**src/rtl/mips_pkg.sv**
```systemverilog
// Shared MIPS R2000 pipeline definitions: reset vector, NOP encoding,
// fetch FSM state encoding and the IF/ID pipeline register layout.
package mips_pkg;

    localparam logic [31:0] RESET_VECTOR = 32'hBFC0_0000;
    localparam logic [31:0] INST_NOP     = 32'h0000_0000;

    typedef enum logic [1:0] {
        S_RESET = 2'd0,
        S_FETCH = 2'd1,
        S_FULL  = 2'd2
    } fetch_state_t;

    typedef struct packed {
        logic        valid;
        logic [31:0] inst;
        logic [31:0] pc;
        logic [31:0] pc4;
    } ifid_t;

endpackage

```
**src/rtl/fetch_skid_buf.sv**
```systemverilog
// One-entry skid buffer for the fetch stage. Captures an instruction word
// and its PC when memory completes a transfer that decode cannot take yet.
// Clear (redirect) wins over write, write wins over read.
module fetch_skid_buf
    import mips_pkg::*;
#(
    parameter int ADDR_W = 32
) (
    input  logic              clk,
    input  logic              rst_n,
    input  logic              wr,
    input  logic              rd,
    input  logic              clr,
    input  logic [31:0]       wr_inst,
    input  logic [ADDR_W-1:0] wr_pc,
    output logic              full,
    output logic [31:0]       inst,
    output logic [ADDR_W-1:0] pc
);

    logic              full_r;
    logic [31:0]       inst_r;
    logic [ADDR_W-1:0] pc_r;

    // Occupancy flag: set on write, cleared on read or flush.
    always_ff @(posedge clk or negedge rst_n) begin
        if (!rst_n) begin
            full_r <= 1'b0;
        end else if (clr) begin
            full_r <= 1'b0;
        end else if (wr) begin
            full_r <= 1'b1;
        end else if (rd) begin
            full_r <= 1'b0;
        end else begin
            full_r <= full_r;
        end
    end

    // Payload capture; contents are only meaningful while full is set.
    always_ff @(posedge clk or negedge rst_n) begin
        if (!rst_n) begin
            inst_r <= INST_NOP;
            pc_r   <= {ADDR_W{1'b0}};
        end else if (wr && !clr) begin
            inst_r <= wr_inst;
            pc_r   <= wr_pc;
        end else begin
            inst_r <= inst_r;
            pc_r   <= pc_r;
        end
    end

    assign full = full_r;
    assign inst = inst_r;
    assign pc   = pc_r;

endmodule

```
**src/rtl/fetch_stage.sv**
```systemverilog
// MIPS R2000 IF stage: owns the PC, issues one request per word to a
// variable-latency instruction memory, and fills the IF/ID register.
// A transfer that arrives while decode is stalled on a valid instruction
// is parked in a one-entry skid buffer and requests pause until it drains.
// Redirect overrides everything: the in-flight word is dropped, IF/ID and
// the skid buffer are invalidated and fetch restarts at the new PC.
module fetch_stage
    import mips_pkg::*;
#(
    parameter int                ADDR_W   = 32,
    parameter logic [ADDR_W-1:0] RESET_PC = RESET_VECTOR[ADDR_W-1:0]
) (
    input  logic              clk,
    input  logic              rst_n,
    output logic              imem_req,
    output logic [ADDR_W-1:0] imem_addr,
    input  logic              imem_ack,
    input  logic [31:0]       imem_rdata,
    input  logic              redirect,
    input  logic [ADDR_W-1:0] redirect_pc,
    input  logic              id_stall,
    output logic              ifid_valid,
    output logic [31:0]       ifid_inst,
    output logic [ADDR_W-1:0] ifid_pc,
    output logic [ADDR_W-1:0] ifid_pc4
);

    localparam logic [ADDR_W-1:0] PC_STEP = ADDR_W'(32'd4);

    fetch_state_t      state_r;
    fetch_state_t      state_nxt_s;
    logic [ADDR_W-1:0] pc_r;
    logic [ADDR_W-1:0] pc4_s;
    logic              req_s;
    logic              take_s;
    logic              ifid_free_s;
    logic              skid_wr_s;
    logic              skid_rd_s;
    logic              skid_full_s;
    logic [31:0]       skid_inst_s;
    logic [ADDR_W-1:0] skid_pc_s;
    logic [ADDR_W-1:0] skid_pc4_s;
    logic              unused_redirect_lsb_s;

    logic              ifid_valid_r;
    logic [31:0]       ifid_inst_r;
    logic [ADDR_W-1:0] ifid_pc_r;
    logic [ADDR_W-1:0] ifid_pc4_r;

    // Redirect targets are word aligned; the low two bits are discarded.
    assign unused_redirect_lsb_s = ^redirect_pc[1:0];

    assign pc4_s       = pc_r + PC_STEP;
    assign skid_pc4_s  = skid_pc_s + PC_STEP;
    // A word actually accepted from memory; a redirect in the same cycle voids it.
    assign take_s      = req_s && imem_ack && !redirect;
    assign ifid_free_s = !ifid_valid_r || !id_stall;
    assign skid_wr_s   = take_s && !ifid_free_s;
    assign skid_rd_s   = ifid_free_s && skid_full_s && !redirect;

    fetch_skid_buf #(
        .ADDR_W (ADDR_W)
    ) u_skid (
        .clk     (clk),
        .rst_n   (rst_n),
        .wr      (skid_wr_s),
        .rd      (skid_rd_s),
        .clr     (redirect),
        .wr_inst (imem_rdata),
        .wr_pc   (pc_r),
        .full    (skid_full_s),
        .inst    (skid_inst_s),
        .pc      (skid_pc_s)
    );

    // FSM state register.
    always_ff @(posedge clk or negedge rst_n) begin
        if (!rst_n) begin
            state_r <= S_RESET;
        end else begin
            state_r <= state_nxt_s;
        end
    end

    // FSM next-state: redirect always resumes fetching; a parked word blocks requests.
    always_comb begin
        state_nxt_s = state_r;
        if (redirect) begin
            state_nxt_s = S_FETCH;
        end else begin
            case (state_r)
                S_RESET: state_nxt_s = S_FETCH;
                S_FETCH: state_nxt_s = skid_wr_s ? S_FULL : S_FETCH;
                S_FULL:  state_nxt_s = id_stall ? S_FULL : S_FETCH;
                default: state_nxt_s = S_RESET;
            endcase
        end
    end

    // FSM outputs: request only while fetching.
    always_comb begin
        req_s = 1'b0;
        case (state_r)
            S_FETCH: req_s = 1'b1;
            S_RESET: req_s = 1'b0;
            S_FULL:  req_s = 1'b0;
            default: req_s = 1'b0;
        endcase
    end

    // Program counter: jump on redirect, advance only on an accepted word.
    always_ff @(posedge clk or negedge rst_n) begin
        if (!rst_n) begin
            pc_r <= RESET_PC;
        end else if (redirect) begin
            pc_r <= {redirect_pc[ADDR_W-1:2], 2'b00};
        end else if (take_s) begin
            pc_r <= pc4_s;
        end else begin
            pc_r <= pc_r;
        end
    end

    // IF/ID register: skid word first, then a fresh transfer, else a bubble.
    always_ff @(posedge clk or negedge rst_n) begin
        if (!rst_n) begin
            ifid_valid_r <= 1'b0;
            ifid_inst_r  <= INST_NOP;
            ifid_pc_r    <= {ADDR_W{1'b0}};
            ifid_pc4_r   <= {ADDR_W{1'b0}};
        end else if (redirect) begin
            ifid_valid_r <= 1'b0;
        end else if (ifid_free_s) begin
            if (skid_full_s) begin
                ifid_valid_r <= 1'b1;
                ifid_inst_r  <= skid_inst_s;
                ifid_pc_r    <= skid_pc_s;
                ifid_pc4_r   <= skid_pc4_s;
            end else if (take_s) begin
                ifid_valid_r <= 1'b1;
                ifid_inst_r  <= imem_rdata;
                ifid_pc_r    <= pc_r;
                ifid_pc4_r   <= pc4_s;
            end else begin
                ifid_valid_r <= 1'b0;
            end
        end else begin
            ifid_valid_r <= ifid_valid_r;
        end
    end

    assign imem_req   = req_s;
    assign imem_addr  = pc_r;
    assign ifid_valid = ifid_valid_r;
    assign ifid_inst  = ifid_inst_r;
    assign ifid_pc    = ifid_pc_r;
    assign ifid_pc4   = ifid_pc4_r;

endmodule

```
**config.mk**
```make
export PLATFORM = sky130hd
export DESIGN_NAME = fetch_stage
export DESIGN_NICKNAME = d
export VERILOG_FILES = /design/src/rtl/mips_pkg.sv /design/src/rtl/fetch_skid_buf.sv /design/src/rtl/fetch_stage.sv
export SDC_FILE = /design/constraint.sdc
export NUM_CORES = 1
export LEC_CHECK = 0
export ABC_CLOCK_PERIOD_IN_PS = 2050
export CAP_MARGIN = 15
export CORE_UTILIZATION = 35
export CTS_CLUSTER_DIAMETER = 100
export CTS_CLUSTER_SIZE = 25
export DETAILED_ROUTE_END_ITERATION = 12
export HOLD_SLACK_MARGIN = 0.15
export SETUP_SLACK_MARGIN = 0.15
export SYNTH_ARGS = -nofsm -noshare
export SYNTH_HDL_FRONTEND = slang
export SYNTH_HIERARCHICAL = 1
export SYNTH_SLANG_ARGS = --single-unit
```
**constraint.sdc**
```tcl
create_clock -name clk -period 2.05 [get_ports clk]
set_input_delay 0.615 -clock clk [delete_from_list [all_inputs] [get_ports clk]]
set_output_delay 0.615 -clock clk [all_outputs]
set_load 0.1 [all_outputs]
```
==> results of run 1 <==
per-stage QoR:
step           total power, W  utilization (%)  worst slack [ns]  hold slack, ns
2_1_floorplan         0.00972                -            -0.229           0.319
3_3_place_gp           0.0127             51.3            -0.431           0.484
3_5_place_dp           0.0128             51.3            -0.425           0.488
4_1_cts                0.0162             54.7           0.00156           0.503
5_1_grt                0.0169             56.1           -0.0559           0.528
6_report               0.0162             56.1          -0.00231           0.497
area by class of cell:
class                      count  area (µm²)
fill                        2349       12200
multi-input combinational    656        5020
sequential                   192        4900
timing repair buffer         346        4640
tap                          378         473
clock buffer                  20         437
clock inverter                12         134
inverter                       9        33.8
how the worst max path moves through the flow:
stage | start | end
2_1_floorplan | state_r[1] | u_skid/pc[30]
5_1_grt | imem_addr[2] | ifid_pc4[24]
3_3_place_gp | id_stall | u_skid/inst[12]
3_5_place_dp | id_stall | u_skid/inst[10]
4_1_cts | imem_addr[2] | ifid_pc4[24]
6_report | imem_addr[2] | ifid_pc4[24]
power groups by stage:
stage / combinational, W / clock, W / sequential [W]
6_report: 0.00753 / 0.00335 / 0.00537
5_1_grt: 0.00781 / 0.00358 / 0.00547
4_1_cts: 0.00747 / 0.00340 / 0.00537
3_5_place_dp: 0.00736 / 0 / 0.00543
3_3_place_gp: 0.00729 / 0 / 0.00542
2_1_floorplan: 0.00135 / 0 / 0.00838
cell usage in the layout (no fill, tap or decap), types with 7 or more instances in the layout:
cell             count
nand4_1             17
inv_1                7
dfrtp_2             10
o21ai_1             13
buf_12             137
xnor2_1             40
nor3_4               7
buf_6               19
nand2_1            142
nor3_2               7
mux2i_1             72
mux2_4              60
dfrtp_4             14
clkdlybuf4s50_1     62
a21oi_1              8
clkbuf_16           17
nor3_1              15
buf_4              115
nor2_1              14
o21ai_0             94
and4_1               9
xor2_1              30
nand3_1             20
dfrtp_1            159
per-layer routing:
metal  global-route usage [%]  up-vias  part of all wire (%)
li1                         -     3835                     -
met1                     27.4     4003                    46
met2                     33.5      250                    49
met3                     3.44       30                   3.9
met4                     5.84        0                   1.5
met5                        0        -                     0
timing repair:
item | 4_1_cts | 5_1_grt
resized for setup | 44 | 55
hold endpoints to repair | 33 | 0
pin swaps | 10 | 30
hold buffers | 1 | 0
gates cloned | 2 | 1
endpoints found under the setup margin | 147 | 52
buffers inserted | 19 | 24
registers in the layout, indices dropped and copies added, names as in the netlist:
name         cells
imem_addr       30
ifid_valid       1
ifid_pc         32
u_skid/full      1
ifid_pc4        30
state_r          2
u_skid/pc       32
u_skid/inst     32
ifid_inst       32
kinds of logic (layout without fill, tap and decap cells):
group	Yosys count	count (layout)	share of synthesized area [%]
buf+inv	78	387	4.44
mux	138	138	17.0
other cells	1	4	0.0378
xor+xnor	71	71	6.27
fa+ha+maj	2	2	0.252
simple gates	283	283	14.4
compound gates	158	158	9.04
flops	192	192	48.5
==> impl_results.md, run 1 <==
* Worst Hold End: ifid_pc[1]
* Endpoint type of the worst setup path: register
* Number of clock sinks at about 190
* Failing checks: setup timing
* Synth top cells by count: dfrtp_1, nand2_1, o21ai_0
* Crit path cell chain: ha_4 -> nand3_4 -> or4_4 -> or4_4 -> a21oi_2 -> a221o_1
* Ys Warns at 6
* Total wire length at 29200 µm
* Drt wl/cell at about 18 µm
* Synthesized instance count at between 900 and 1000
* Die height at roughly 170 µm
* CTS Buffer Depth at 2
* # nets final at 1293
* Synth Register Bits at 192
* CP max FO at 3
* Switching Power at 0.00694 W
* Area post-placement at 14300 µm²
* Cells after DPL at 1535
* H-Tree Depth at 4
* Design Area, Final at about 16000 µm²
* Worst EP required at 2.43 ns
* Final Max Tran Viols at 0
* CTS root buf: clkbuf_16
* Num CTS Buffers at 17
* Slowest stage delay, CP at 0.54 ns
* Via count at 8118
* Final worst clock skew at between 0.015 and 0.02 ns
* Drt via density at 5.03
* Async S/R FF share, synth at between 90% and 100%
* I/O Buffers at 194
* Gpl congestion at between 0.8 and 0.9
* Cell family with the largest share of critical-path delay: simple AND/OR/NAND/NOR gates
* DRC errors left at 0
* Main synth FF type: dfrtp_1
* Seq pwr share at 33.1%
* Max cap viols at 0
* Syn Area/Cell at 10.7 µm²
* Worst R2R Setup Slack at -0.002 ns
* Vias in the first global route at 8087
* Status: complete, but fails checks
* Static Leak at 6.58 nW
* Top-area cell type share of the netlist area at 46.2%
* Core area at about 28000 µm²
* Final min period at around 2.1 ns
* Iteration-0 DRC Markers at a little under 600
* CP bufs+invs at 0
* VDD IR max at a little over 0.7 mV
* Grt total ovfl at 0
* CTS tree: built
* Ports at 199
* Layout cells sized above 1 at 38.0%
* Top cells by area, synth: dfrtp_1, mux2_4, mux2i_1
* Post-DP HPWL at approximately 21000 µm
* Pwr/cell area at approximately 1000 nW/µm²
* Post-synth cell types at 58
* Hold path startpoint: u_skid/pc[1]
* Die W at 170 µm
* Setup TNS at -0.00231 ns
* Final ANT Viol Nets at 0
* RSZ-0062 raised after global routing: yes
* Worst setup SP type: register
* Reg2reg start: imem_addr[2]
* EDFF count, synth at 0
* Post-synth top area cell: dfrtp_1
* Maximum clock frequency at 487 MHz
* Global-route wire length before repair at 45500 µm
* Critical path class: register to register
* Initial antenna violation count at 0
* Switching share of power at 42.7%
* Die area at 29000 µm²
* Mapped Area at 9920 µm²
* Combinational Power Share at 46.3%
* Worst hold path class: register to register
* WP data arrival at 2.43 ns
* FP Rows at just over 60
* Ant. Diodes at 0
* Pin count of the biggest net entering global routing at 49
* Clock power share at 20.6%
* Synthesis-to-layout area growth at 57.6%
* Cell repeated most along the worst path: or4_4
* Part of the cycle the worst path needs at 100%
* Register area share after synthesis at 48.5%
* Post-route setup slack at -0.00231 ns
* Levels on crit path at 6
* Worst path slowest cell: or4_4
* Final Setup Violations at 1
* Int Power at 0.00931 W
* 1st-pass router iterations at 5
* FF-to-FF path depth at 6
* Cell with the most instances after synthesis: dfrtp_1
* GRT Total Usage at just over 20%
* Hold path depth at 1
* Initial core utilization at 35.6%
* Skew-Pair Late Insertion Delay at 0.44 ns
* Clock-pin slew on the worst setup and hold paths at 0.07 ns
* R2R Path End: ifid_pc4[24]
* Hold Fails Final Rpt at 0
* Fin cells at 1613
(Power assumes the default switching activity.)
==> run 2: changes to the inputs <==
==> constraint.sdc (replaced) <==
create_clock -name clk -period 2.05 [get_ports clk]
set_input_delay 0.615 -clock clk [delete_from_list [all_inputs] [get_ports clk]]
set_output_delay 0.615 -clock clk [all_outputs]
set_load 0.02 [all_outputs]
==> run 2 against run 1 <==
Net effect: the run now ends clean; combinational power decreased by 56%; die area unchanged; via count decreased by 3.8%; clock-buffer cell count decreased by 3; critical endpoint unchanged; largest power group is now registers; final area decreased by 11%; maximum frequency increased by 1.4%; sequential share of layout area increased by 3.6 points; highest routed layer unchanged; wire length decreased by 4.4%; total power decreased by 27%; hold slack got worse by 0.024 ns; register-to-register slack improved by 0.03 ns.
==> impl_results.md, run 2 (synthesized netlist as in run 1, its figures left out) <==
* Pin count of the biggest net entering global routing at 77 (was 49)
* Fill count at 2585 (was 2349)
* Die area at 29000 µm² (unchanged)
* Slowest stage delay, CP at 0.56 ns (was 0.54 ns)
* Most common cell after layout, fill and taps aside: dfrtp_1 (unchanged)
* Status: finished, final reports clean (was complete, but fails checks)
* Total wire length at 27900 µm (was 29200 µm)
* DRC errors left at 0 (unchanged)
* CP bufs+invs at 0 (unchanged)
* Worst hold path class: register to register (unchanged)
* Initial antenna violation count at 0 (unchanged)
* RSZ-0062 raised after global routing: yes (unchanged)
* Slew margin rel. at between 50% and 60%
* Cell repeated most along the worst path: or4_4 (unchanged)
* Min Hold Slack at 0.473 ns (was 0.497 ns)
* Gpl congestion at 0.819 (was 0.857)
* Die W at 170 µm (unchanged)
* Final ANT Viol Nets at 0 (unchanged)
* Post-DP HPWL at 19700 µm (was 20600 µm)
* Final worst clock skew at 0.0127 ns (was 0.0174 ns)
* Overall power at 0.0118 W (was 0.0162 W)
* CTS tree: built (unchanged)
* Iteration-0 DRC Markers at 434 (was 579)
* CP max FO at 4 (was 3)
* Initial core utilization at 35.6% (unchanged)
* Num CTS Buffers at 17 (unchanged)
* Grt total ovfl at 0 (unchanged)
* GRT Total Usage at 19.7% (was 20.3%)
* Static Leak at 6.13 nW (was 6.58 nW)
* Hold Fails Final Rpt at 0 (unchanged)
* Cells after DPL at 1535 (unchanged)
* Vias in the first global route at 7807 (was 8087)
* Worst path slowest cell: or4_4 (unchanged)
* Drt via density at 4.92 (was 5.03)
* Endpoint type of the worst setup path: register (unchanged)
* Final min period at 2.02 ns (was 2.05 ns)
* # nets final at 1267 (was 1293)
* Worst setup SP type: register (unchanged)
* Fin cells at 1587 (was 1613)
* Ports at 199 (unchanged)
* Worst EP required at 2.43 ns (about the same)
* Global-route wire length before repair at 43800 µm (was 45500 µm)
* Skew-Pair Late Insertion Delay at 0.44 ns (about the same)
* Ant. Diodes at 0 (unchanged)
* Cell family with the largest share of critical-path delay: simple AND/OR/NAND/NOR gates (unchanged)
* Core area at 27900 µm² (unchanged)
* Clock-pin slew on the worst setup and hold paths at 0.08 ns (was 0.07 ns)
* Worst-Margin Slew at 0.700 ns
* Most frequent cells in the layout: dfrtp_1, nand2_1, dlygate4sd2_1, buf_4, o21ai_0 (was dfrtp_1, nand2_1, buf_12, buf_4, o21ai_0)
* CTS root buf: clkbuf_16 (unchanged)
* Final Setup Violations at 0 (was 1)
* Final Max Tran Viols at 0 (unchanged)
* Layout cells sized above 1 at 27.0% (was 38.0%)
* I/O Buffers at 194 (unchanged)
* H-Tree Depth at 4 (unchanged)
* Via count at 7808 (was 8118)
* Drt wl/cell at 17.6 µm (was 18.1 µm)
* 1st-pass router iterations at 6 (was 5)
* Maximum clock frequency at 494 MHz (was 487 MHz)
* Number of clock sinks at 192 (unchanged)
* FP Rows at 61 (unchanged)
* Synthesis-to-layout area growth at 39.8% (was 57.6%)
* Pwr/cell area at 854 nW/µm² (was 1040 nW/µm²)
* Max cap viols at 0 (unchanged)
* Crit path cell chain: ha_4 -> nand3_4 -> or4_4 -> or4_4 -> a21oi_2 -> a221o_1 (unchanged)
* WP data arrival at 2.40 ns (was 2.43 ns)
* Critical path class: register to register (unchanged)
* CTS Buffer Depth at 2 (unchanged)
* Die height at 170 µm (unchanged)
* Part of the cycle the worst path needs at 98.7% (was 100%)
* VDD IR max at 0.531 mV (was 0.706 mV)
==> run 2: final timing paths <==
path / depth (start not counted) / startpoint / slack, ns / to
setup reg to reg: 6 / imem_addr[3] / 0.03 / ifid_pc4[24]
max in group asynchronous: 3 / rst_n / 0.71 / imem_addr[5]
hold reg to reg: 2 / ifid_inst[21] / 0.47 / ifid_inst[21]
setup / recovery: 6 / imem_addr[3] / 0.03 / ifid_pc4[24]
hold / removal: 2 / ifid_inst[21] / 0.47 / ifid_inst[21]
min in group asynchronous: 2 / rst_n / 0.71 / ifid_pc[21]
==> run 2: routing by layer <==
layer,GRT usage (%),up-vias,part of all wire (%)
li1,-,3785,-
met1,27.7,3799,47
met2,31.3,200,47
met3,2.98,24,4.3
met4,5.56,0,1.6
met5,0,-,0
==> run 2: where the power goes <==
part / switching (W) / internal, W
Sequential: 0.000566 / 0.00454
Combinational: 0.00173 / 0.00159
Clock: 0.00166 / 0.00175
==> run 2: what timing repair did <==
| action | 4_1_cts | 5_1_grt |
|---|---|---|
| pin swaps | 7 | 13 |
| resized for setup | 216 | 45 |
| endpoints found under the hold margin | 29 | 0 |
| setup endpoints to repair | 139 | 113 |
| cloned | 1 | 3 |
| buffers inserted | 10 | 5 |
| hold buffers | 1 | 0 |
==> run 2: tightest hold or removal path, delay by kind of cell (launching register included) <==
kind / cells / cell delay (ns)
AOI/OAI and AO/OA: 1 / 0.06
DFF: 1 / 0.34
and+or+nand+nor: 1 / 0.04
==> run 2: cell type report <==
type,count,area (µm²),area share [%]
flip-flops and latches,192,4840,34.9
well taps,378,473,3.41
clock buffers,17,425,3.07
inverters,9,33.8,0.244
multi-input cells,656,4960,35.8
repair buffers,320,2970,21.4
clock inverters,15,170,1.23
==> run 2: through the flow <==
step,setup TNS [ns],utilization (%),setup WS [ns],cell area [µm²]
3_3_place_gp,-36.75,46.9,-0.301,13100
2_1_floorplan,0,-,0.00850,10100
4_1_cts,0,49.0,0.0348,13700
6_report,0,49.8,0.0263,13900
5_1_grt,-0.0317,49.8,-0.0317,13900
3_5_place_dp,-40.83,46.9,-0.329,13100
